--- src/rtl/key_step_pkg.sv ---
// Shared types and defaults for the pushbutton step sequencer feeding the sequential ALU.
package key_step_pkg;

    localparam int DATA_W_DEF = 4;
    localparam int FUNC_W_DEF = 2;

    // ALU Function code, also used by the ALU stage.
    typedef logic [1:0] alu_func_t;

    typedef enum logic [1:0] {
        RELEASED     = 2'd0,
        PRESS_PEND   = 2'd1,
        PRESSED      = 2'd2,
        RELEASE_PEND = 2'd3
    } deb_state_e;

    function automatic logic level_of(input deb_state_e s);
        return (s == PRESSED) || (s == RELEASE_PEND);
    endfunction

endpackage

--- src/rtl/key_step_sequencer_debounce.sv ---
// Two-flop synchroniser and debounce FSM for an active-low pushbutton; emits one
// press_evt_o per clean press and a registered debounced level.
module button_debounce
    import key_step_pkg::*;
#(
    parameter int DEBOUNCE_CYCLES = 500000
) (
    input  logic       clk_i,
    input  logic       rst_n_i,
    input  logic       key_n_i,
    output logic       press_evt_o,
    output logic       key_level_o,
    output deb_state_e state_o
);

    localparam int CW = (DEBOUNCE_CYCLES > 2) ? $clog2(DEBOUNCE_CYCLES) : 1;
    localparam logic [CW-1:0] LAST = CW'(DEBOUNCE_CYCLES - 1);

    logic          sync1_q, sync2_q;
    deb_state_e    state_q, state_d;
    logic [CW-1:0] cnt_q, cnt_d;
    logic          armed_q, armed_d;
    logic          level_q;
    logic          key_sync;

    assign key_sync = sync2_q;

    always_ff @(posedge clk_i) begin
        if (!rst_n_i) begin
            sync1_q <= 1'b1;
            sync2_q <= 1'b1;
            state_q <= RELEASED;
            cnt_q   <= '0;
            armed_q <= 1'b0;
            level_q <= 1'b0;
        end else begin
            sync1_q <= key_n_i;
            sync2_q <= sync1_q;
            state_q <= state_d;
            cnt_q   <= cnt_d;
            armed_q <= armed_d;
            level_q <= level_of(state_d);
        end
    end

    always_comb begin
        state_d     = state_q;
        cnt_d       = cnt_q;
        armed_d     = armed_q;
        press_evt_o = 1'b0;
        case (state_q)
            RELEASED: begin
                // After reset a press is only recognised once the key has been seen
                // released for a full debounce window; both flops must agree so the
                // reset value of the synchroniser cannot count as a release.
                if (!armed_q) begin
                    if (sync1_q && sync2_q) begin
                        if (cnt_q == LAST) begin
                            armed_d = 1'b1;
                            cnt_d   = '0;
                        end else begin
                            cnt_d = cnt_q + 1'b1;
                        end
                    end else begin
                        cnt_d = '0;
                    end
                end else if (!key_sync) begin
                    state_d = PRESS_PEND;
                    cnt_d   = CW'(1);
                end else begin
                    cnt_d = '0;
                end
            end
            PRESS_PEND: begin
                if (key_sync) begin
                    state_d = RELEASED;
                    cnt_d   = '0;
                end else if (cnt_q == LAST) begin
                    state_d     = PRESSED;
                    cnt_d       = '0;
                    press_evt_o = 1'b1;
                end else begin
                    cnt_d = cnt_q + 1'b1;
                end
            end
            PRESSED: begin
                if (key_sync) begin
                    state_d = RELEASE_PEND;
                    cnt_d   = CW'(1);
                end
            end
            RELEASE_PEND: begin
                if (!key_sync) begin
                    state_d = PRESSED;
                    cnt_d   = '0;
                end else if (cnt_q == LAST) begin
                    state_d = RELEASED;
                    cnt_d   = '0;
                end else begin
                    cnt_d = cnt_q + 1'b1;
                end
            end
            default: begin
                state_d = RELEASED;
                cnt_d   = '0;
            end
        endcase
    end

    assign key_level_o = level_q;
    assign state_o     = state_q;

endmodule

--- src/rtl/key_step_sequencer.sv ---
// Turns each debounced button press into one command (synchronised Data/Function
// switches) presented on a valid/ready handshake to the sequential ALU.
module key_step_sequencer
    import key_step_pkg::*;
#(
    parameter int DEBOUNCE_CYCLES = 500000,
    parameter int DATA_W          = DATA_W_DEF,
    parameter int FUNC_W          = FUNC_W_DEF,
    parameter int CNT_W           = 8
) (
    input  logic              Clock,
    input  logic              Reset_b,
    input  logic              key_n_raw,
    input  logic [DATA_W-1:0] sw_data,
    input  logic [FUNC_W-1:0] sw_func,
    input  logic              clr_overrun,
    input  logic              cmd_ready,
    output logic              cmd_valid,
    output logic [DATA_W-1:0] cmd_data,
    output logic [FUNC_W-1:0] cmd_func,
    output logic              overrun,
    output logic [CNT_W-1:0]  cmd_count,
    output logic              key_level,
    output logic [1:0]        deb_state
);

    // Handshake: a command transfers on any edge where cmd_valid and cmd_ready are
    // both 1; cmd_data/cmd_func hold steady while cmd_valid is 1, and cmd_ready is
    // ignored while cmd_valid is 0.

    logic [DATA_W-1:0] data_s1_q, data_s2_q;
    logic [FUNC_W-1:0] func_s1_q, func_s2_q;
    logic              valid_q, valid_d;
    logic [DATA_W-1:0] data_q, data_d;
    logic [FUNC_W-1:0] func_q, func_d;
    logic              ovr_q, ovr_d;
    logic [CNT_W-1:0]  count_q, count_d;
    logic              press_evt;
    logic              xfer, load, drop;
    deb_state_e        deb_state_w;

    button_debounce #(
        .DEBOUNCE_CYCLES(DEBOUNCE_CYCLES)
    ) u_debounce (
        .clk_i      (Clock),
        .rst_n_i    (Reset_b),
        .key_n_i    (key_n_raw),
        .press_evt_o(press_evt),
        .key_level_o(key_level),
        .state_o    (deb_state_w)
    );

    assign xfer = valid_q && cmd_ready;
    assign load = press_evt && (!valid_q || cmd_ready);
    assign drop = press_evt && valid_q && !cmd_ready;

    always_comb begin
        valid_d = valid_q;
        data_d  = data_q;
        func_d  = func_q;
        ovr_d   = ovr_q;
        count_d = count_q;
        if (xfer) begin
            valid_d = 1'b0;
            count_d = count_q + 1'b1;
        end
        // A load in the same cycle as a transfer keeps cmd_valid high.
        if (load) begin
            valid_d = 1'b1;
            data_d  = data_s2_q;
            func_d  = func_s2_q;
        end
        if (drop) begin
            ovr_d = 1'b1;
        end else if (clr_overrun) begin
            ovr_d = 1'b0;
        end
    end

    always_ff @(posedge Clock) begin
        if (!Reset_b) begin
            data_s1_q <= '0;
            data_s2_q <= '0;
            func_s1_q <= '0;
            func_s2_q <= '0;
            valid_q   <= 1'b0;
            data_q    <= '0;
            func_q    <= '0;
            ovr_q     <= 1'b0;
            count_q   <= '0;
        end else begin
            data_s1_q <= sw_data;
            data_s2_q <= data_s1_q;
            func_s1_q <= sw_func;
            func_s2_q <= func_s1_q;
            valid_q   <= valid_d;
            data_q    <= data_d;
            func_q    <= func_d;
            ovr_q     <= ovr_d;
            count_q   <= count_d;
        end
    end

    assign cmd_valid = valid_q;
    assign cmd_data  = data_q;
    assign cmd_func  = func_q;
    assign overrun   = ovr_q;
    assign cmd_count = count_q;
    assign deb_state = deb_state_w;

endmodule

--- config.mk ---
export PLATFORM = sky130hd
export DESIGN_NAME = key_step_sequencer
export DESIGN_NICKNAME = d
export VERILOG_FILES = /design/src/rtl/key_step_pkg.sv /design/src/rtl/key_step_sequencer_debounce.sv /design/src/rtl/key_step_sequencer.sv
export SDC_FILE = /design/constraint.sdc
export NUM_CORES = 1
export LEC_CHECK = 0
export ABC_AREA = 1
export CAP_MARGIN = 20
export CORE_MARGIN = 5
export CORE_UTILIZATION = 45
export CTS_BUF_LIST = sky130_fd_sc_hd__clkbuf_2 sky130_fd_sc_hd__clkbuf_4 sky130_fd_sc_hd__clkbuf_8
export DETAILED_ROUTE_END_ITERATION = 10
export PLACE_DENSITY = 0.67
export SYNTH_ARGS = -nofsm -noshare
export SYNTH_HDL_FRONTEND = slang
export SYNTH_HIERARCHICAL = 1
export SYNTH_SLANG_ARGS = --single-unit
--- constraint.sdc ---
create_clock -name Clock -period 2 [get_ports Clock]
set_input_delay 0.3 -clock Clock [delete_from_list [all_inputs] [get_ports Clock]]
set_output_delay 0.3 -clock Clock [all_outputs]
set_load 0.02 [all_outputs]
After elaboration in Yosys (flattened, before gate mapping)
Index checks and enable logic that the tools add are counted.

storage, ports and cells
  register bits after elaboration = 53
  bits in latches = 0
  RAM bits = 0
  ROM bits = 0
  input bits = 11
  output and inout bits = 19
  logic and storage cells = 61
  memories = 0

cells by class
  $add $sub $neg = 2
  multipliers = 0
  div/mod/pow operators = 0
  magnitude comparators = 0
  eq/ne operators = 7
  shifts and indexed selects = 0
  multiplexer cells = 25
  bitwise gates (word level) = 0
  reduce and logical (&&, ||, !) cells = 12

operator list
  kind                     number
  $mux W19                 6
  $pmux W19 S4             1
  $add A19 B1 Y19 const B  1
  $eq A19 B19 Y1 const B   1
  $mux W2                  7
  $mux W1                  10
  $add A8 B1 Y8 const B    1
  $eq A2 B2 Y1 const B     4
  $pmux W2 S4              1
  $logic_and A1 B1 Y1      5
  $reduce_bool A2 Y1       2
  $eq A2 B1 Y1 const B     1
  $logic_not A1 Y1         2
  $logic_not A2 Y1         1
  $logic_or A1 B1 Y1       2
  $ne A2 B1 Y1 const B     1

Longest topological paths before layout
Gate-level depths: netlist of run 1.

  depth after elaboration = 7
  depth in mapped cells = 11
  mapped depth without buffers = 11

Cells and area by module
The synthesis of run 1 kept the hierarchy.

by module, submodules not included
  module              instances  cells an instance  area an instance (µm²)  seq. area each (µm²)
  button_debounce     1          185                1361.3                  500.5
  key_step_sequencer  1          124                980.9                   560.5

Worst setup path after synthesis of run 1
OpenSTA, ideal clock, no wires.

  path kind = reg2reg
  from = reg u_debounce.cnt_q[1]
  to = reg data_q[0] (netlist: cmd_data[0])
  library setup time = 116 ps
  arrival = 1546 ps
  required time = 1884 ps
  slack = 338 ps
  cell stages (with the launch flop) = 11
  path buffers = 0
  period minus slack after synthesis = 1662 ps
  cell sequence = dfxtp_1 ha_1 nand2_1 nor2_4 inv_1 nor2_1 nand3_1 nor3_1 nand2_2 o21ai_0 nor2_1

on the way
  longest elaborated chain between the ends = 5

RTL lines
  item                      line                               source
  start: declaration        key_step_sequencer_debounce.sv:21  logic [CW-1:0] cnt_q, cnt_d;
  start signal: assignment  key_step_sequencer_debounce.sv:40  cnt_q <= cnt_d;
  $eq A19 B19 Y1            key_step_sequencer_debounce.sv:78  end else if (cnt_q == LAST) begin
  $mux W1                   key_step_sequencer_debounce.sv:78
  $mux W1                   key_step_sequencer_debounce.sv:75  if (key_sync) begin
  $mux W1                   key_step_sequencer_debounce.sv:51  case (state_q)
  via press_evt             key_step_sequencer.sv:38           logic press_evt;
  $logic_and A1 B1 Y1       key_step_sequencer.sv:54           assign load = press_evt && (!valid_q || cmd_ready);
  end signal: assignment    key_step_sequencer.sv:97           data_q <= data_d;
  end: declaration          key_step_sequencer.sv:34           logic [DATA_W-1:0] data_q, data_d;

The timed path passes the listed nets, and every way through them passes these cells.
A chain may end at the register's enable or synchronous reset.

Worst setup path after layout of run 1
  from = reg u_debounce.cnt_q[0]
  to = reg data_q[0] (netlist: cmd_data[0])

The elaborated chain is that of the path after synthesis.

==> results list, run 1 <==
- Result of the run: finished clean
* Tightest Pin Transition: around 0.45 ns
* Port Buffer Count: 29
- Synthesis produced a netlist with a net count of 322.
- Hold crit path type: reg2reg
* Number of different library cells in the post-synthesis netlist: 29
- Detailed routing inserted a total of 1,955 vias.
- Filler instances: 509
- Effective utilization at floorplan: between 40 and 50%
- The number of clock buffers added by TritonCTS is 5.
- The via count of the first global-routing pass came to 1,723.
- For this run, the number of Yosys warnings is 6.
- Number of hold-repair buffers added at the cts stage: 0
- Routability-driven placement finished with a final weighted congestion of 0.823.
- H-tree lvl count: 2
- Post-DP Area: 2710 um2
- The clock arrives with 0.00494 ns of skew.
* Final Slew Violations: 0
- In this run the power density over the cells is 628 nW/um2.
- TritonCTS built the clock tree.
- Of the cells placed in the final design, the portion with a size suffix greater than 1 is between 10 and 15%.
* Antenna diode count: 0
- The core region is slightly above 5000 um2.
- Timing would allow up to roughly 0.55 GHz.
* Post-synthesis instance area: 2340 um2
- Clk Tree Root Cell: clkbuf_8
- STA classifies the critical path startpoint as a register.
* Sequential-to-total area share from yosys stat: 45.3%
- The number of setup buffers added after CTS is 0.
* Most used cells in the layout excluding fill and tap cells: nand2_1, dfxtp_1, nor2_1
- Global routing used 14.4% of the available tracks.
- Source-to-sink clock delay at the later pin of the worst-skew pair: 0.30 ns
- Vias per inst: 4.71
- Once layout is complete, the utilization of the core stands at between 50 and 60%.
- The synthesized design contains 53 register bits.
- Of all nets on the critical path, the largest fanout is 8.
- Total half-perimeter wirelength after legalization and detailed placement: 3270 um
- Peak supply drop: roughly 0.34 mV
* Cells after Synth: 309
- The floorplan step set the die height to 82.1 um.
- Initial antenna violation count: 0
* Worst hold margin: 0.418 ns
- The floorplan has 26 rows.
* Total of endpoints with negative setup slack in the final report: 0
* Fin crit period: 1.82 ns
- The count of nets left with antenna violations once routing finished came out at 0.
- The final layout contains 357 nets.
- Dividing the synthesized area by the synthesized cell count gives 7.58 um2.
* Final period utilization: 90.9%
- Storage cell area: 1060 um2
- STA classifies the critical path endpoint as a register.
- Post-cts resize count: 0
- Clock-pin slew was measured on the worst setup and hold paths at 0.10 ns.
- From synthesis to final layout, the design area changed by 20.9%.
* Die Wd: between 80 and 90 um
- Final routed wirelength across all metal layers: 4440 um
* Residual DRC: 0
- Max_cap viols: 0
* Die area: approximately 6700 um2
- Leakage: 1.10 nW
- Setup repair after global routing left no endpoint under its margin.
* Clk sink count: 53
* DRC violation total after the first TritonRoute iteration: 66
- Congestion Overflow GR: 0
* Most common cell after layout, fill and taps aside: nand2_1
- In the final timing run, aggregate negative setup slack is 0 ns.
- The number of hold violations in the final report came to 0.
* Number of detailed-route iterations in the first pass: 4
* Global-route wire length before repair: 7550 um
* Detail-routed net length per standard cell: 10.7 um
- During I/O placement, the number of pins put on the boundary was 30.
- Headroom to the max-slew limit came out at 69.7%.
- STA puts the critical path data required time at 2.20 ns.
- Maximum number of pins on one net before global-route repair: 19
* Total area of multi-input combinational cells: 1130 um2
- The longest clock path from root to sink contains 2 buffers.
* Crit path kind: reg2reg
- Worst path arrival time: just over 2 ns
* Design Area, Final: ~2800 um2
[cell usage after synthesis, drive strengths merged]
cell type / count / area, um2
o21ai: 12 / 71.3
o22ai: 1 / 6.26
or2: 2 / 12.5
a41oi: 1 / 8.76
xor2: 9 / 78.8
nand2: 65 / 256
ha: 2 / 25.0
buf: 2 / 20.0
inv: 41 / 154
nor3: 9 / 50.1
o211ai: 1 / 7.51
nand3b: 4 / 30.0
nor2: 67 / 319
a21oi: 12 / 60.1
nand3: 22 / 140
clkbuf: 1 / 3.75
o21bai: 1 / 7.51
nand4: 2 / 12.5
dfxtp: 53 / 1060
xnor2: 2 / 17.5
[where the power goes]
group          total (mW)  switching (mW)  internal, mW
Combinational      0.0849          0.0466        0.0384
Clock               0.614           0.361         0.253
Sequential           1.08         0.00734          1.07
[logic make-up after synthesis]
family,count (synthesis),synth area share [%]
simple gates,171,35.0
xor+xnor,11,4.11
fa+ha+maj,2,1.07
buf+inv,44,7.59
compound gates,28,6.89
flops,53,45.3
[registers in the layout, summed over array words and instances, names as in the netlist]
register / count
cmd_data: 4
func_s2_q: 2
u_debounce/armed_q: 1
data_s2_q: 4
data_s1_q: 4
overrun: 1
u_debounce/sync1_q: 1
u_debounce/state_o: 2
u_debounce/key_sync: 1
cmd_valid: 1
u_debounce/cnt_q: 19
func_s1_q: 2
cmd_func: 2
cmd_count: 8
u_debounce/key_level_o: 1
[per-layer routing]
layer / track usage, % / wire length [um] / part of all wire, % / vias up
met4: 4.98 / 26 / 0.59 / 0
met2: 23.1 / 2030 / 46 / 38
met1: 18.9 / 2190 / 49 / 880
li1: - / - / - / 1035
met5: 0 / 0 / 0 / -
met3: 3.47 / 190 / 4.3 / 2
[stage by stage]
| step | instances | setup slack (ns) | total power, mW |
|---|---|---|---|
| 5_1_grt | 415 | 0.0222 | 1.86 |
| 3_5_place_dp | 407 | 0.0579 | 1.19 |
| 6_report | 415 | 0.181 | 1.78 |
| 4_1_cts | 415 | 0.0314 | 1.80 |
| 2_1_floorplan | 309 | 0.338 | 1.15 |
| 3_3_place_gp | 407 | 0.174 | 1.19 |
[final cells by class]
| class | count | share of cell area (%) |
|---|---|---|
| clock inverter | 3 | 0.883 |
| multi-input combinational | 212 | 39.9 |
| inverter | 41 | 5.43 |
| sequential | 53 | 37.5 |
| timing repair buffer | 31 | 10.8 |
| clock buffer | 5 | 2.43 |
| tap | 70 | 3.09 |
[path summary, 6_finish.rpt]
check,end,startpoint,slack (ns),cells past startpoint
setup / recovery,cmd_data[0],u_debounce/cnt_q[0],0.18,10
hold reg to reg,func_s2_q[0],func_s1_q[0],0.42,2
hold / removal,func_s2_q[0],func_s1_q[0],0.42,2
setup reg to reg,cmd_data[0],u_debounce/cnt_q[0],0.18,10
[critical path, cell delays in order (launching register included)]
cell     delay [ns]
dfxtp_1        0.37
ha_2           0.20
nand2_1        0.09
nor2_4         0.15
inv_1          0.08
nor2_2         0.12
nand3_2        0.12
nor3_4         0.26
nand2_4        0.11
o21ai_0        0.18
nor2_1         0.05
Note: power is estimated with default switching activity, not from simulation.
==> run 2: changes to the inputs <==
--- a/config.mk
+++ b/config.mk
@@ -14,5 +14,4 @@
 export PLACE_DENSITY = 0.67
 export SYNTH_ARGS = -nofsm -noshare
 export SYNTH_HDL_FRONTEND = slang
-export SYNTH_HIERARCHICAL = 1
 export SYNTH_SLANG_ARGS = --single-unit
==> run 2 against run 1 <==
Against the previous run:
- highest routed layer unchanged
- sequential power is essentially flat
- total power grew 2.2%
- critical path type unchanged
- clock-buffer cell count unchanged
- die area fell by 1.2%
==> results list, run 2 <==
- Post-cts resize count: 0 (unchanged)
- The first-pass iteration count of the detailed router is 4 (unchanged).
* Post-DP Area: 2680 um2 (-1.2%)
* Cells taking the most area after synthesis: dfxtp_1, nand2_1, nor2_1
- Cell with the largest stage delay on the worst path: dfxtp_1
- Origin of the critical flop-to-flop path: u_debounce.cnt_q[0]
- Number of buffers on the longest clock path: 2 (unchanged)
* Yosys top cell by area: dfxtp_1
* Crit path capture type: register
* Total area of multi-input combinational cells: 1050 um2 (-6.9%)
- Post-Synth XOR/XNOR Area: 1.90% (-2.2 points)
- The initial antenna violation count came to 0 (unchanged).
* H-tree lvl count: 2 (unchanged)
- The number of nets with antenna violations after detailed routing was 0 (unchanged).
* Total of endpoints with negative setup slack in the final report: 0 (unchanged)
- The iteration-0 DRC count of the detailed router came to 130 (+97%).
- STA classifies the critical path startpoint as a register.
* Storage cell area: 1060 um2 (-0.12%)
- Relative max-transition margin: 64.4% (-5.3 points)
- Post-CTS setup buffer count: 0 (unchanged)
* Top cell type's share of synthesized area: 45.9% (+0.64 points)
- The most critical setup path has its endpoint at u_debounce.cnt_q[18].
- Standard cell core area: 5040 um2 (-0.64%)
- The minimum clock period was 1.77 ns (-0.0442 ns).
- Global-route wire length before repair: 7690 um (+1.8%)
- The total power per unit cell area is 655 nW/um2 (+4.3%).
* Syn_nets: 315 (-2.2%)
* Cell count along the critical path: 9 (-1)
* Dominant combinational cell family by area after synthesis: simple AND/OR/NAND/NOR gates
- The area enclosed by the die boundary is 6670 um2 (-1.2%).
* Setup tns final: 0 ns (unchanged)
* Mean area per synthesized cell: 7.65 um2 (+0.90%)
- The cell area after layout is 2780 um2 (-2.0%).
* Final Skew: 0.0119 ns (+0.00700 ns)
- The initial core utilization came to 45.8% (-0.35 points).
- The synthesized instance count came to 302 (-2.3%).
- The number of hold violations in the final report came to 0 (unchanged).
* Num rows: 26 (unchanged)
- Number of different library cells in the post-synthesis netlist: 37 (+28%)
* Inserted Clock Buffers: 5 (unchanged)
- Crit path cell chain: ha_1 > nand2_1 > nor2_4 > nand3_2 > nand2_2 > nand2_4 > nand2_4 > o21bai_1 > nor2_1
- Setup repair after global routing missed its margin: false
- Congestion Overflow GR: 0 (unchanged)
- The flip-flop count of the largest register after layout is 19 (unchanged).
* Total half-perimeter wirelength after legalization and detailed placement: 3220 um (-1.6%)
* Synth warn: 0 (-6)
- Utilization after layout: 55.0% (-0.78 points)
* Max_cap viols: 0 (unchanged)
* Result of the run: finished clean
- Maximum number of pins on one net before global-route repair: 20 (+1)
* Final RePlAce weighted congestion: 0.844 (+2.5%)
* Capture instance of the worst register-to-register path: u_debounce.cnt_q[18]
- Vias in the first global route: 1,735 (+0.70%)
- Number of hold-repair buffers added at the cts stage: 0 (unchanged)
- Detail-routed net length per standard cell: 10.6 um (-0.73%)
- Routed vias: 1,871 (-4.3%)
- The vias per cell was 4.61 (-2.2%).
* Top_reg_cell synth: dfxtp_1
* Worst-path fanout max: 15 (+7)
- Leakage: 1.13 nW (+3.1%)
* Start point of the critical path: u_debounce.cnt_q[0]
- Total global-route track usage: 14.7% (+0.31 points)
- The number of buffer and inverter instances along the worst setup path was 0 (-1).
- The flip-flop and latch count after synthesis came to 53 (unchanged).
- The post-synthesis simple-gate area fraction came to 34.1% (-0.97 points).
* Final period utilization: 88.7% (-2.2 points)
- The maximum cell stage delay along the critical path is 0.38 ns (about the same).
* Hold crit path type: reg2reg
* Share of final-layout standard cells stronger than drive strength 1: 12.2% (-1.4 points)
- Grouping stages by cell kind, the critical path spends the most delay in simple AND/OR/NAND/NOR gates.
- The library cells used most frequently in the layout, excluding fill and tap cells, are nand2_1, dfxtp_1, nor2_1.
* Tightest Pin Transition: 0.530 ns (+0.0775 ns)
- Clk sink count: 53 (unchanged)
* Clk Tree Root Cell: clkbuf_8
* Largest register by flop count: u_debounce.cnt_q
* Peak supply drop: 0.472 mV (+38%)
* Source-to-sink clock delay at the later pin of the worst-skew pair: 0.31 ns (about the same)
* Most frequent cells after synthesis: nand2_1, dfxtp_1, nor2_1, inv_1, nand3_1
* Clk slew on worst S/H paths: 0.11 ns (about the same)
* Final Slew Violations: 0 (unchanged)
* Crit path required time: 2.21 ns (about the same)
- Final net count: 348 (-2.5%)
* Sequential-to-total area share from yosys stat: 45.9% (+0.64 points)
- Share of flip-flops with an asynchronous set or reset after synthesis: 0% (unchanged)
- Register-to-Register Path Depth: 9 (-1)
- Post-synthesis instance area: 2310 um2 (-1.4%)
- The maximum operating frequency came to 0.564 GHz (+2.5%).
- Post-Synth Adder-Cell Area: 1.08% (+0.015 points)
- The width of the die was 81.6 um (-0.61%).
* Cell repeated most along the worst path: nand2_4
- TritonCTS clock tree: built
- Post-synth EDFFs: 0 (unchanged)
* Worst hold margin: 0.420 ns (+0.00181 ns)
* Synthesized-area fraction occupied by ao, oa, aoi and oai cells: 8.50% (+1.6 points)
* Crit path kind: reg2reg
* Number of top-level design ports: 30 (unchanged)
- The library cell used most frequently in the layout, excluding fill and tap cells, is nand2_1.
* Worst path arrival time: 1.98 ns (-0.04 ns)
- The slack of the worst reg-to-reg path is 0.23 ns (+0.04 ns).
* Final routed wirelength across all metal layers: 4310 um (-2.9%)
- Antenna diode count: 0 (unchanged)
* Chip height: 81.6 um (-0.61%)
- Most common cell in the netlist: nand2_1
- Synthesis-to-finish area growth: 20.2%
- The number of filler instances in the final layout is 484 (-4.9%).
* Port Buffer Count: 29 (unchanged)
* Residual DRC: 0 (unchanged)
* Multiplexer share of the synthesized area: 0% (unchanged)
run 2: how the worst min path moves through the flow:
stage / start / endpoint / slack [ns] / cells after the start
finish: data_s1_q[1] / data_s2_q[1] / 0.42 / 2
floorplan: data_s1_q[0] / data_s2_q[0] / 0.39 / 2
detailed placement: data_s1_q[1] / data_s2_q[1] / 0.40 / 2
CTS: data_s1_q[1] / data_s2_q[1] / 0.42 / 2
global route: data_s1_q[3] / data_s2_q[3] / 0.44 / 2
global placement: data_s1_q[2] / data_s2_q[2] / 0.39 / 2
run 2: cell type report:
type                    count  area share, %
flip-flops and latches     53           38.2
multi-input cells         200           37.9
repair buffers             32           11.3
inverters                  43           5.91
well taps                  70           3.16
clock buffers               5           2.48
clock inverters             3           1.04
run 2: cell families after synthesis:
logic type,Yosys count
buffers and inverters,49
and+or+nand+nor,159
DFF,53
xor gates and xnor gates,5
adders and majority gates,2
AOI/OAI and AO/OA,34
run 2: layer usage:
layer	wire length (um)	global-route usage, %	vias to the layer above	share of wire [%]
met4	41	3.99	0	0.95
li1	-	-	1020	-
met3	157	3.62	4	3.6
met1	2200	19.6	823	51
met5	0	0	-	0
met2	1920	23.7	24	44
run 2: where the power goes:
group	total [mW]	leakage, nW	internal [mW]	switching [mW]
clock network	0.644	0.0506	0.262	0.381
logic	0.0937	0.652	0.0433	0.0504
registers	1.08	0.430	1.07	0.00760
run 2: metrics by stage:
step	cells	setup slack [ns]	power [mW]
2_1_floorplan	302	0.538	1.17
3_3_place_gp	398	0.275	1.20
3_5_place_dp	398	0.240	1.20
4_1_cts	406	0.219	1.84
5_1_grt	406	0.0188	1.90
6_report	406	0.226	1.82
run 2: worst min-delay path, stage by stage, from the launching register on:
cell and delay (ns):
dfxtp_1 0.31, nand2_1 0.05, inv_1 0.03
